<file path="config.mk">
export PLATFORM = sky130hd
export DESIGN_NAME = ifetch_unit_flat
export DESIGN_NICKNAME = d
export VERILOG_FILES = /design/src/rtl/ifetch_unit_pkg.sv /design/src/rtl/ifetch_unit_if.sv /design/src/rtl/ifetch_unit_next_pc_sel.sv /design/src/rtl/ifetch_unit.sv /design/src/flat_wrapper.sv
export SDC_FILE = /design/constraint.sdc
export NUM_CORES = 1
export LEC_CHECK = 0
export CORE_AREA = 2 2 139 141
export DETAILED_ROUTE_END_ITERATION = 8
export DIE_AREA = 0 0 141 143
export PLACE_DENSITY = 0.66
export SYNTH_ARGS = -nofsm -noshare
export SYNTH_HDL_FRONTEND = slang
export SYNTH_SLANG_ARGS = --single-unit
</file>
<file path="constraint.sdc">
create_clock -name clk -period 10 [get_ports clk]
set_input_delay 2 -clock clk [delete_from_list [all_inputs] [get_ports clk]]
set_output_delay 2 -clock clk [all_outputs]
set_load 0.1 [all_outputs]
</file>
<file path="src/rtl/ifetch_unit_pkg.sv">
// Shared fetch-stage types and constants.
// Latency: n/a (types, constants and one pure helper function).
// Backpressure: n/a.
package ifetch_unit_pkg;

  typedef enum logic [1:0] {
    FETCH = 2'd0,
    HOLD  = 2'd1,
    ERR   = 2'd2
  } fetch_state_t;

  localparam logic [31:0] PC_INC  = 32'd4;
  localparam int          INSTR_W = 32;

  // Opcode field position inside the instruction word.
  localparam int OPCODE_MSB = 31;
  localparam int OPCODE_LSB = 26;

  // Branch displacement: sign-extended 16-bit word offset, scaled to bytes.
  function automatic logic [31:0] branch_offset(input logic [15:0] imm);
    return {{14{imm[15]}}, imm, 2'b00};
  endfunction

endpackage

</file>
<file path="src/rtl/ifetch_unit_if.sv">
// Fetch-stage bus bundle: instruction memory request/ack plus the decode side.
// Latency: n/a (wiring only).
// Backpressure: imem_req is held until imem_ack; decode holds instr_valid until retire.
// master = fetch unit; slave = memory/decode environment.
interface ifetch_if;
  import ifetch_unit_pkg::*;

  // instruction memory side
  logic               imem_req;
  logic [31:0]        imem_addr;
  logic               imem_ack;
  logic [INSTR_W-1:0] imem_rdata;
  // decode side
  logic               instr_valid;
  logic [INSTR_W-1:0] instr;
  logic [5:0]         opcode;
  logic [31:0]        pc_out;
  logic [31:0]        pc_plus4;
  logic               retire;
  logic               is_beq;
  logic               jmp;
  logic               alu_zero;
  // status
  logic               fetch_err;

  modport master (
    output imem_req, imem_addr, instr_valid, instr, opcode, pc_out, pc_plus4, fetch_err,
    input  imem_ack, imem_rdata, retire, is_beq, jmp, alu_zero
  );

  modport slave (
    input  imem_req, imem_addr, instr_valid, instr, opcode, pc_out, pc_plus4, fetch_err,
    output imem_ack, imem_rdata, retire, is_beq, jmp, alu_zero
  );

endinterface

</file>
<file path="src/rtl/ifetch_unit_next_pc_sel.sv">
// Next-PC selection: jump target, taken-beq target or sequential PC.
// Latency: combinational.
// Backpressure: none.
// Ports: pc_plus4, ir_low (IR[25:0]), is_beq, jmp, alu_zero in; next_pc out.
module ifetch_unit_next_pc_sel
  import ifetch_unit_pkg::*;
(
  input  logic [31:0] pc_plus4,
  input  logic [25:0] ir_low,
  input  logic        is_beq,
  input  logic        jmp,
  input  logic        alu_zero,
  output logic [31:0] next_pc
);

  logic [31:0] jmp_target;
  logic [31:0] br_target;

  // Jump keeps the 256 MB region of the sequential PC.
  assign jmp_target = {pc_plus4[31:28], ir_low, 2'b00};
  // Wraps mod 2^32 by plain 32-bit addition.
  assign br_target  = pc_plus4 + branch_offset(ir_low[15:0]);

  always_comb begin
    next_pc = pc_plus4;
    if (jmp) begin
      next_pc = jmp_target;
    end else if (is_beq && alu_zero) begin
      next_pc = br_target;
    end
  end

endmodule

</file>
<file path="src/rtl/ifetch_unit.sv">
// Instruction fetch: holds PC, fetches one instruction at a time, presents it to decode.
// Latency: instr_valid the cycle after imem_ack; next request the cycle after retire.
// Backpressure: imem_req held until ack (timeout -> sticky fetch_err); IR held until retire.
// Ports: clk, rst (sync, active-high), bus (ifetch_if.master: imem req/ack, decode, status).
module ifetch_unit
  import ifetch_unit_pkg::*;
#(
  parameter logic [31:0] RESET_PC    = 32'h0000_0000,
  parameter int          TIMEOUT_CYC = 16
) (
  input  logic     clk,
  input  logic     rst,
  ifetch_if.master bus
);

  localparam int               CNT_W    = $clog2(TIMEOUT_CYC + 1);
  localparam logic [CNT_W-1:0] CNT_LAST = CNT_W'(TIMEOUT_CYC - 1);

  fetch_state_t       state;
  fetch_state_t       state_nxt;
  logic [31:0]        pc;
  logic [INSTR_W-1:0] ir;
  logic [CNT_W-1:0]   wait_cnt;
  logic               fetch_err;
  logic [31:0]        pc_plus4;
  logic [31:0]        next_pc;

  assign pc_plus4 = pc + PC_INC;

  ifetch_unit_next_pc_sel u_next_pc_sel (
    .pc_plus4 (pc_plus4),
    .ir_low   (ir[25:0]),
    .is_beq   (bus.is_beq),
    .jmp      (bus.jmp),
    .alu_zero (bus.alu_zero),
    .next_pc  (next_pc)
  );

  // Next-state logic. An ack on the timeout cycle wins over the error.
  always_comb begin
    state_nxt = state;
    unique case (state)
      FETCH: begin
        if (bus.imem_ack) begin
          state_nxt = HOLD;
        end else if (wait_cnt == CNT_LAST) begin
          state_nxt = ERR;
        end
      end
      HOLD: begin
        if (bus.retire) begin
          state_nxt = FETCH;
        end
      end
      ERR:     state_nxt = ERR;
      default: state_nxt = FETCH;
    endcase
  end

  always_ff @(posedge clk) begin
    if (rst) begin
      state     <= FETCH;
      pc        <= RESET_PC;
      ir        <= '0;
      wait_cnt  <= '0;
      fetch_err <= 1'b0;
    end else begin
      state <= state_nxt;
      case (state)
        FETCH: begin
          if (bus.imem_ack) begin
            ir <= bus.imem_rdata;
          end else begin
            wait_cnt <= wait_cnt + 1'b1;
            if (wait_cnt == CNT_LAST) begin
              fetch_err <= 1'b1;
            end
          end
        end
        HOLD: begin
          if (bus.retire) begin
            pc       <= next_pc;
            wait_cnt <= '0;
          end
        end
        default: ;
      endcase
    end
  end

  // Outputs are forced low during the reset cycle so a stale request is dropped at once.
  assign bus.imem_req    = !rst && (state == FETCH);
  assign bus.imem_addr   = pc;
  assign bus.instr_valid = !rst && (state == HOLD);
  assign bus.instr       = ir;
  assign bus.opcode      = ir[OPCODE_MSB:OPCODE_LSB];
  assign bus.pc_out      = pc;
  assign bus.pc_plus4    = pc_plus4;
  assign bus.fetch_err   = fetch_err;

endmodule

</file>
<file path="src/flat_wrapper.sv">
// flat-port wrapper written by rule: the top's interface ports become plain ports
module ifetch_unit_flat import ifetch_unit_pkg::*;
#(
  parameter logic [31:0] RESET_PC    = 32'h0000_0000,
  parameter int          TIMEOUT_CYC = 16
)
  (clk, rst, bus_imem_req, bus_imem_addr, bus_instr_valid, bus_instr, bus_opcode, bus_pc_out, bus_pc_plus4, bus_fetch_err, bus_imem_ack, bus_imem_rdata, bus_retire, bus_is_beq, bus_jmp, bus_alu_zero);
  ifetch_if bus_i ();
  input  logic clk;
  input  logic rst;
  output wire logic [$bits(bus_i.imem_req)-1:0] bus_imem_req;
  output wire logic [$bits(bus_i.imem_addr)-1:0] bus_imem_addr;
  output wire logic [$bits(bus_i.instr_valid)-1:0] bus_instr_valid;
  output wire logic [$bits(bus_i.instr)-1:0] bus_instr;
  output wire logic [$bits(bus_i.opcode)-1:0] bus_opcode;
  output wire logic [$bits(bus_i.pc_out)-1:0] bus_pc_out;
  output wire logic [$bits(bus_i.pc_plus4)-1:0] bus_pc_plus4;
  output wire logic [$bits(bus_i.fetch_err)-1:0] bus_fetch_err;
  input wire logic [$bits(bus_i.imem_ack)-1:0] bus_imem_ack;
  input wire logic [$bits(bus_i.imem_rdata)-1:0] bus_imem_rdata;
  input wire logic [$bits(bus_i.retire)-1:0] bus_retire;
  input wire logic [$bits(bus_i.is_beq)-1:0] bus_is_beq;
  input wire logic [$bits(bus_i.jmp)-1:0] bus_jmp;
  input wire logic [$bits(bus_i.alu_zero)-1:0] bus_alu_zero;
  assign bus_imem_req = bus_i.imem_req;
  assign bus_imem_addr = bus_i.imem_addr;
  assign bus_instr_valid = bus_i.instr_valid;
  assign bus_instr = bus_i.instr;
  assign bus_opcode = bus_i.opcode;
  assign bus_pc_out = bus_i.pc_out;
  assign bus_pc_plus4 = bus_i.pc_plus4;
  assign bus_fetch_err = bus_i.fetch_err;
  assign bus_i.imem_ack = bus_imem_ack;
  assign bus_i.imem_rdata = bus_imem_rdata;
  assign bus_i.retire = bus_retire;
  assign bus_i.is_beq = bus_is_beq;
  assign bus_i.jmp = bus_jmp;
  assign bus_i.alu_zero = bus_alu_zero;
  ifetch_unit #(.RESET_PC(RESET_PC), .TIMEOUT_CYC(TIMEOUT_CYC)) u_core (.clk(clk), .rst(rst), .bus(bus_i));
endmodule
</file>
==> results of run 1 <==
## state kept, by name (all words and copies together), names as in the netlist
signal / count
u_core.bus.fetch_err: 1
u_core.bus.imem_addr: 30
u_core.state: 2
u_core.bus.instr: 32
u_core.wait_cnt: 5
## Yosys cell counts, types with 3 or more instances
library cell  number
a211o_1            3
a211oi_1          11
a21o_1            17
a21oi_1           84
a22oi_1            4
a311oi_1           3
a31oi_1            7
and2_1             6
and3_1            13
and4_1             6
buf_2              5
buf_4             42
clkbuf_1          31
dfxtp_1           70
ha_1              39
inv_1             16
nand2_1          134
nand2b_1           8
nand3_1           21
nand3b_1           3
nand4_1           12
nor2_1            44
nor3_1            15
nor3b_1            3
nor4_1             7
o211ai_1          24
o21ai_0           30
o21bai_1           3
o221ai_1           3
o31a_1             3
or3_1              3
xnor2_1           26
xor2_1            22
## area by class of cell
class / instances / area, um^2
clock buffer: 10 / 239.0
clock inverter: 6 / 45.04
fill: 1916 / 11170
inverter: 16 / 60.06
multi-input combinational: 588 / 3621
sequential: 70 / 1401
tap: 234 / 292.8
timing repair buffer: 178 / 1754
## critical path: stages
cell and delay (ns):
buf_2 0.10, buf_4 0.31, nor3b_1 0.28, clkdlybuf4s50_1 1.16
## worst paths after layout
kind	startpoint	end	depth (start not counted)
worst max-delay path	rst	bus_instr_valid	4
worst min-delay path	u_core.bus.instr[17]$_SDFFE_PP0P_	u_core.bus.instr[17]$_SDFFE_PP0P_	2
worst max register to register	u_core.bus.imem_addr[7]$_SDFFE_PP0P_	u_core.bus.imem_addr[31]$_SDFFE_PP0P_	14
worst min register to register	u_core.bus.instr[17]$_SDFFE_PP0P_	u_core.bus.instr[17]$_SDFFE_PP0P_	2
## logic make-up after synthesis
| kind of cell | after synthesis |
|---|---|
| and+or+nand+nor | 282 |
| AOI/OAI and AO/OA | 209 |
| buffers and inverters | 95 |
| DFF | 70 |
| xor gates and xnor gates | 48 |
| adders and majority gates | 40 |
| muxes | 3 |
| other | 1 |
## per-layer routing
metal / GRT usage [%] / up-vias / routed length (um)
met1: 22.85 / 2665 / 8442
met5: 0 / - / 0
met4: 6.368 / 0 / 431
li1: - / 2861 / -
met3: 4.225 / 32 / 926
met2: 29.06 / 158 / 8465
## metrics by stage
step	setup slack [ns]	instances	power [W]	hold slack [ns]
after floorplan	3.433	753	0.0005506	0.4570
after global placement	4.105	1086	0.0006219	0.4512
after detailed placement	4.092	1086	0.0006233	0.4604
after CTS	4.094	1102	0.0009407	0.4695
after global routing	4.034	1102	0.0009667	0.4907
final	4.147	1102	0.0009344	0.4678
## power breakdown
| part | internal [W] | switching [W] | total (W) |
|---|---|---|---|
| Sequential | 0.000291 | 0.0000164 | 0.000307 |
| Clock | 0.000176 | 0.000141 | 0.000317 |
| Combinational | 0.0000777 | 0.000232 | 0.000310 |
==> out/qor.csv, run 1 <==
stage,metric,value,unit
sta,crit path time final,5.853,ns
worst_setup_path,CP arrival,3.85,ns
sta,Max Fclk,170.9,MHz
synth,Synth top area share,25.39,%
finish,# diodes,0,
floorplanning,die area,0.02016,mm^2
worst_setup_path,data required time of the worst path,8.00,ns
synth,post-synthesis xor/xnor area fraction,7.617,%
synth,main combinational cell family by area after synthesis,compound AO/OA/AOI/OAI gates,
place,I/O Buffers,169,
finish,synthesis-to-layout area growth,34.32,%
synth,"Primary FF master, synth",dfxtp_1,
pwr,Power Density,126.0,mW/mm^2
routing,First DRT Iteration DRCs,332,
routing,Antenna Nets Post-Route,0,
grt,global-route wire length before repair,28150,um
job,max-cap violation count,0,
place,DP HPWL,13080,um
floorplanning,row cnt,50,
worst_hold_path,Tightest Hold Check Type,reg2reg,
routing,post-route DRC violation count,0,
sta,crit share post-route,58.53,%
routing,Vias/cell,5.187,
synth,compound-gate portion of the synthesized area,23.92,%
grt,largest net degree at the start of global routing,71,
grt,Tot GR Track Use,17.75,%
cts,Num CTS Buffers,9,
place,placed cell area,0.007129,mm^2
sta,"Hold Vio Cnt, Final",0,
synth,Syn Area/Cell,7.378,um^2
cts,cts hold-fix bufs,0,
synth,async set or reset register ratio after synthesis,0,%
cts,CTS tree,built,
synth,count of different cell masters after synthesis,57,
cts,clock latency on the worst-skew pair,0.36,ns
pwr,Peak VDD IR,0.08049,mV
cts,PostCTS Resize Cnt,0,
finish,"most common cell after layout, fill and taps aside",clkdlybuf4s50_1,
synth,Cells after Synth,748,
sta,max-slew violations,0,
worst_setup_path,CP Launch Type,input port,
synth,"Cell Area, Synth",0.005519,mm^2
pwr,LEAKAGE,2.904,nW
cts,htree depth,3,
grt,total grt overflow,0,
synth,sequential area share after synthesis,25.39,%
finish,Final Cell Area,0.007413,mm^2
synth,Post-Synth Simple-Gate Area,23.80,%
worst_setup_path,CP Capture Type,primary output,
synth,Synth warnings,0,
floorplanning,initial cell density of the core,29.70,%
sta,Final Setup Violations,0,
cts,Post-CTS Setup Bufs,0,
floorplanning,height of the die,143,um
run_status,status,finished clean,
floorplanning,die span in x,141,um
worst_setup_path,flop-to-flop setup slack,5.41,ns
cts,clock transition at the registers of the reported paths,0.06,ns
sta,total negative slack,0,ns
sta,RSZ-0062 raised after global routing,false,
routing,WL/cell,16.58,um
floorplanning,core area,0.01858,mm^2
finish,final core occ,39.90,%
sta,Clock Skews,0.01133,ns
finish,Final nets,942,
cts,clk buf depth,2,
synth,"flops & latches, synth",70,
synth,Post-Synth Adder-Cell Area,9.204,%
cts,CTS Sinks,70,
synth,Post-synth EDFFs,0,
sta,Least-Margin Pin Slew,1.057,ns
routing,total wire length,18270,um
place,routability cong.,0.8883,
routing,DRT Pass-1 Iters,5,
worst_setup_path,Crit Path Max Fanout,70,
sta,Worst slew margin,29.34,%
synth,Synth area leaders,"dfxtp_1 (25%), nand2_1 (9.1%), ha_1 (8.8%), a21oi_1 (7.6%), buf_4 (5.7%)",
cts,root buf cell,clkbuf_16,
synth,cell taking the most area after synthesis,dfxtp_1,
worst_setup_path,CP Class,in2out,
routing,via count,5716,
synth,mux share of post-synthesis cell area,0.5668,%
grt,vias in the first global route,5353,
finish,layout cells sized above 1,3.802,%
grt,initial antenna violation count,0,
finish,"leading cell types in the layout, fill and taps excluded","clkdlybuf4s50_1 (168), nand2_1 (134), a21oi_1 (84), dfxtp_1 (70), nor2_1 (44)",
floorplanning,IO Pins,176,
(Power assumes the default switching activity.)
==> run 2: changes to the inputs <==
==> constraint.sdc (replaced) <==
create_clock -name clk -period 5.9 [get_ports clk]
set_input_delay 1.18 -clock clk [delete_from_list [all_inputs] [get_ports clk]]
set_output_delay 1.18 -clock clk [all_outputs]
set_load 0.1 [all_outputs]
==> out/qor.csv, run 2 (synthesized netlist as in run 1, its figures left out) <==
stage,metric,value,unit,change
run_status,status,finished clean,,
routing,total wire length,18590,um,+1.8%
routing,Vias/cell,5.164,,-0.43%
finish,max reg flops,32,,unchanged
pwr,Power Density,228.2,mW/mm^2,+81%
routing,post-route DRC violation count,0,,unchanged
cts,Num CTS Buffers,9,,unchanged
cts,clk buf depth,2,,unchanged
worst_setup_path,CP cell instances,"nand4_2, or4_1, nor4_1, xor2_1, clkdlybuf4s50_1",,
cts,clock transition at the registers of the reported paths,0.06,ns,about the same
finish,"leading cell types in the layout, fill and taps excluded","clkdlybuf4s50_1 (168), nand2_1 (134), a21oi_1 (84), dfxtp_1 (70), nor2_1 (44)",,
worst_setup_path,max incr delay on CP,1.19,ns,+0.03 ns
floorplanning,height of the die,143,um,unchanged
sta,Max Fclk,200.8,MHz,
cts,Post-CTS Setup Bufs,0,,unchanged
floorplanning,core area,0.01858,mm^2,unchanged
worst_hold_path,Tightest Hold Check Type,reg2reg,,
routing,Antenna Nets Post-Route,0,,unchanged
grt,initial antenna violation count,0,,unchanged
finish,layout cells sized above 1,4.614,%,+0.81 points
grt,Tot GR Track Use,18.18,%,+0.44 points
sta,Hold Worst Slack,0.4656,ns,-0.002200 ns
place,I/O Buffers,169,,unchanged
sta,Clock Skews,0.008729,ns,-0.002604 ns
grt,vias in the first global route,5194,,-3.0%
worst_setup_path,CP Launch Type,flip-flop,,
sta,Least-Margin Pin Slew,1.040,ns,-0.01700 ns
finish,"most common cell after layout, fill and taps aside",clkdlybuf4s50_1,,
sta,crit path time final,4.980,ns,
finish,Final nets,942,,unchanged
place,routability cong.,0.8922,,+0.44%
pwr,Peak VDD IR,0.1321,mV,+64%
routing,DRT Pass-1 Iters,5,,unchanged
finish,Multi-input gate area,0.003681,mm^2,+1.7%
cts,cts hold-fix bufs,0,,unchanged
pwr,LEAKAGE,2.964,nW,+2.1%
cts,CTS tree,built,,
floorplanning,IO Pins,176,,unchanged
routing,via count,5686,,-0.52%
job,max-cap violation count,0,,unchanged
floorplanning,row cnt,50,,unchanged
grt,largest net degree at the start of global routing,69,,-2.8%
finish,synthesis-to-layout area growth,36.77,%,
sta,total negative slack,0,ns,unchanged
cts,clock latency on the worst-skew pair,0.35,ns,about the same
sta,crit share post-route,84.41,%,
finish,# diodes,0,,unchanged
sta,Worst slew margin,30.48,%,+1.1 points
grt,global-route wire length before repair,28680,um,+1.9%
place,DP HPWL,13400,um,+2.5%
cts,CTS Sinks,70,,unchanged
floorplanning,initial cell density of the core,29.70,%,unchanged
worst_setup_path,CP Capture Type,primary output,,
worst_setup_path,CP max-delay cell,clkdlybuf4s50_1,,
finish,final core occ,40.63,%,+0.73 points
finish,fillers,1852,,-3.3%
worst_setup_path,CP Class,reg2out,,
routing,First DRT Iteration DRCs,300,,-9.6%
grt,total grt overflow,0,,unchanged
cts,PostCTS Resize Cnt,0,,unchanged
sta,"Hold Vio Cnt, Final",0,,unchanged
pwr,Pwr Total,0.001722,W,+84%
floorplanning,die area,0.02016,mm^2,unchanged
worst_setup_path,data required time of the worst path,4.72,ns,-3.28 ns
worst_setup_path,Crit Path Max Fanout,8,,-89%
sta,Final Setup Violations,0,,unchanged
floorplanning,die span in x,141,um,unchanged
routing,WL/cell,16.89,um,+1.9%
sta,RSZ-0062 raised after global routing,false,,
sta,worst setup margin,0.9201,ns,-3.227 ns
cts,root buf cell,clkbuf_16,,
sta,max-slew violations,0,,unchanged
worst_setup_path,CP arrival,3.80,ns,-0.05 ns
place,post-placement setup slack,1.343,ns,-2.749 ns
finish,sequential cell area,0.001401,mm^2,unchanged
cts,htree depth,3,,unchanged
run 2: area by class of cell:
cell class              count  share of cell area (%)
well taps                 234                   3.879
multi-input cells         588                   48.77
repair buffers            178                   23.24
inverters                  16                  0.7956
clock inverters             6                   1.774
clock buffers               9                   2.984
flip-flops and latches     70                   18.56
run 2: stage by stage:
stage / cell area [um^2] / std cells
floorplan: 5598 / 753
global placement: 7189 / 1086
detailed placement: 7189 / 1086
CTS: 7548 / 1101
global route: 7548 / 1101
finish: 7548 / 1101
run 2: critical path, delay by kind of cell (launching register included):
family        cells  cell delay, ns
xor+xnor          1            0.30
simple gates      3            1.46
flops             1            0.48
buf+inv           1            1.19
run 2: power by group:
part | leakage [nW] | switching (W) | internal, W | total, W
Combinational | 2.22 | 0.000395 | 0.000132 | 0.000528
Sequential | 0.571 | 0.0000276 | 0.000494 | 0.000521
Clock | 0.176 | 0.000220 | 0.000454 | 0.000673
run 2: worst paths after layout:
check                                  startpoint                               endpoint  slack, ns  depth (start not counted)
max          u_core.bus.imem_addr[7]$_SDFFE_PP0P_                       bus_pc_plus4[28]       0.92                          5
min             u_core.bus.instr[17]$_SDFFE_PP0P_      u_core.bus.instr[17]$_SDFFE_PP0P_       0.47                          2
max reg2reg  u_core.bus.imem_addr[7]$_SDFFE_PP0P_  u_core.bus.imem_addr[31]$_SDFFE_PP0P_       1.31                         14
min reg2reg     u_core.bus.instr[17]$_SDFFE_PP0P_      u_core.bus.instr[17]$_SDFFE_PP0P_       0.47                          2
run 2: routing by layer:
metal	GRT usage, %	routed length [um]
met4	6.316	352
met5	0	0
met2	29.53	8572
met1	24.00	8471
met3	3.823	1198
==> patch, RTL diff (settings of run 2) <==
Re-encode `fetch_state_t` (3 states) as one-hot, 3 bits wide.
--- a/src/rtl/ifetch_unit_pkg.sv
+++ b/src/rtl/ifetch_unit_pkg.sv
@@ -5,6 +5,6 @@
 
-  typedef enum logic [1:0] {
-    FETCH = 2'd0,
-    HOLD  = 2'd1,
-    ERR   = 2'd2
+  typedef enum logic [2:0] {
+    FETCH = 3'b001,
+    HOLD  = 3'b010,
+    ERR   = 3'b100
   } fetch_state_t;
Function: same outputs for any inputs over 4 cycles, from zero or initial values and one cycle with rst high; so few cycles prove little.
==> patch against run 2 <==
Power down 12%; critical endpoint is now bus_pc_plus4[30]; sequential cell count grew 1; sequential power grew 2%; worst setup slack gained 0.25 ns; largest power group unchanged; area after synthesis grew 1.5%; highest routed layer unchanged; wire length rose by 2.2%; final area decreased by 0.55%; via count is 1.8% lower.
==> patch: results (changes against run 2) <==
| Metric | Value |
|---|---|
| Worst Path Arrival | 3.55 ns (-0.25 ns) |
| Per-cell routed wire length | 17.4 µm (+3.1%) |
| R2R cell count | 15 (+1) |
| Sequential share of the synthesized area | 0.254 (about the same) |
| Nets | 931 (-1.2%) |
| Routed vias | 5581 (-1.8%) |
| Maximum fanout along the worst path | 8 (unchanged) |
| Met3 GRT Util | 0.0319 (-0.00637) |
| Fraction of layout cells with a size suffix above 1 | 0.0653 (+0.0192) |
| Synthesis Warnings | 0 (unchanged) |
| First-pass GRT wire length | 29.3 mm (+2.1%) |
| Clk power | 540 µW (-20%) |
| Met2 wire len | 8.60 mm (+0.27%) |
| Max IR drop VDD | 0.133 mV (+0.40%) |
| Top post-synthesis cells by area | dfxtp_1, ha_1, nand2_1 |
| CP Capture Point | bus_pc_plus4[30] |
| Wl on met1 | 8.77 mm (+3.5%) |
| Status | finished, final reports clean |
| Power share of the combinational group | 0.291 (-0.015) |
| Global placement routability congestion | 0.928 (+4.1%) |
| Grt met2 use | 0.289 (-0.00591) |
| Crit. Startpoint | u_core.bus.imem_addr[6]$_SDFFE_PP0P_ |
| P_int | 945 µW (-12%) |
| Drt first-iter violations | 348 (+16%) |
| Tot GR Track Use | 0.185 (+0.00350) |
| Vias in the first global route | 5245 (+0.98%) |
| Top cells by count, synth | nand2_1, a21oi_1, dfxtp_1 |
| P_leak | 0.00301 µW (+1.4%) |
| CTS Buf Count | 9 (unchanged) |
| Met1 Use GR | 0.257 (+0.0167) |
| Maximum number of pins on one net before global-route repair | 45 (-35%) |
| Hpwl dp | 14.8 mm (+10%) |
| Worst-margin pin slew | 1.07 ns (+0.0311 ns) |
| P_sw | 563 µW (-12%) |
| R2r setup slk | 1.75 ns (+0.44 ns) |
| Prevailing post-synth register cell | dfxtp_1 |
| CTS H-tree depth | 3 (unchanged) |
| Number of port buffers | 169 (unchanged) |
| Worst R2R End | u_core.bus.imem_addr[31]$_SDFFE_PP0P_ |
| Max Used Layer | met4 |
| Hold wc startpoint | u_core.bus.instr[30]$_SDFFE_PP0P_ |
| DR WL met3 | 1.17 mm (-2.2%) |
| Netlist cell types | 78 (+37%) |
| Setup Skew | 0.00866 ns (-0.0000704 ns) |
| Hold EP | u_core.bus.instr[30]$_SDFFE_PP0P_ |
==> patch: cell types whose count changed in the layout (fill, tap and decap cells not counted), moves of 4 or more <==
cell	delta
o211ai_1	-18
xor2_2	-6
a211oi_1	-10
nor4_1	-5
inv_1	-7
nand2_1	-10
clkbuf_8	+4
bufinv_16	-4
xor2_1	+11
a221o_1	+4
and3_1	-6
o21ai_0	+9
nor2_1	+5
and3_2	+5
==> patch: layout make-up <==
class                   count  area, µm²
clock buffers              14        284
clock inverters             2       12.5
fillers                  1897      11100
inverters                  10       37.5
multi-input cells         582       3700
flip-flops and latches     71       1420
well taps                 234        293
repair buffers            178       1750
==> patch: critical path: stages (launching register included) <==
cell and delay (ns):
dfxtp_1 0.49, nand4_2 0.23, nor2_1 0.19, and3_1 0.19
nand4_1 0.21, nor2_1 0.25, and3_1 0.24, xor2_1 0.23
clkdlybuf4s50_1 1.18
==> patch: kinds of logic (layout without fill, tap and decap cells) <==
family,after synthesis,in the layout,share of synthesized area
compound gates,203,203,0.224
other cells,1,6,0.000669
simple gates,275,275,0.246
fa+ha+maj,40,40,0.0907
xor+xnor,55,55,0.0893
buf+inv,80,204,0.0902
flops,71,71,0.254
mux,3,3,0.00558
==> patch: per-stage QoR <==
| stage | util | setup slack, ns | instance area [µm²] | hold slack [ns] | instances |
|---|---|---|---|---|---|
| final | 0.404 | 1.17 | 7510 | 0.471 | 1091 |
| after global routing | 0.404 | 1.02 | 7510 | 0.493 | 1091 |
| after CTS | 0.404 | 1.20 | 7510 | 0.478 | 1091 |
| after detailed placement | 0.388 | 1.56 | 7210 | 0.469 | 1075 |
| after global placement | 0.388 | 1.62 | 7210 | 0.460 | 1075 |
| after floorplan | - | 0.241 | 5620 | 0.464 | 733 |
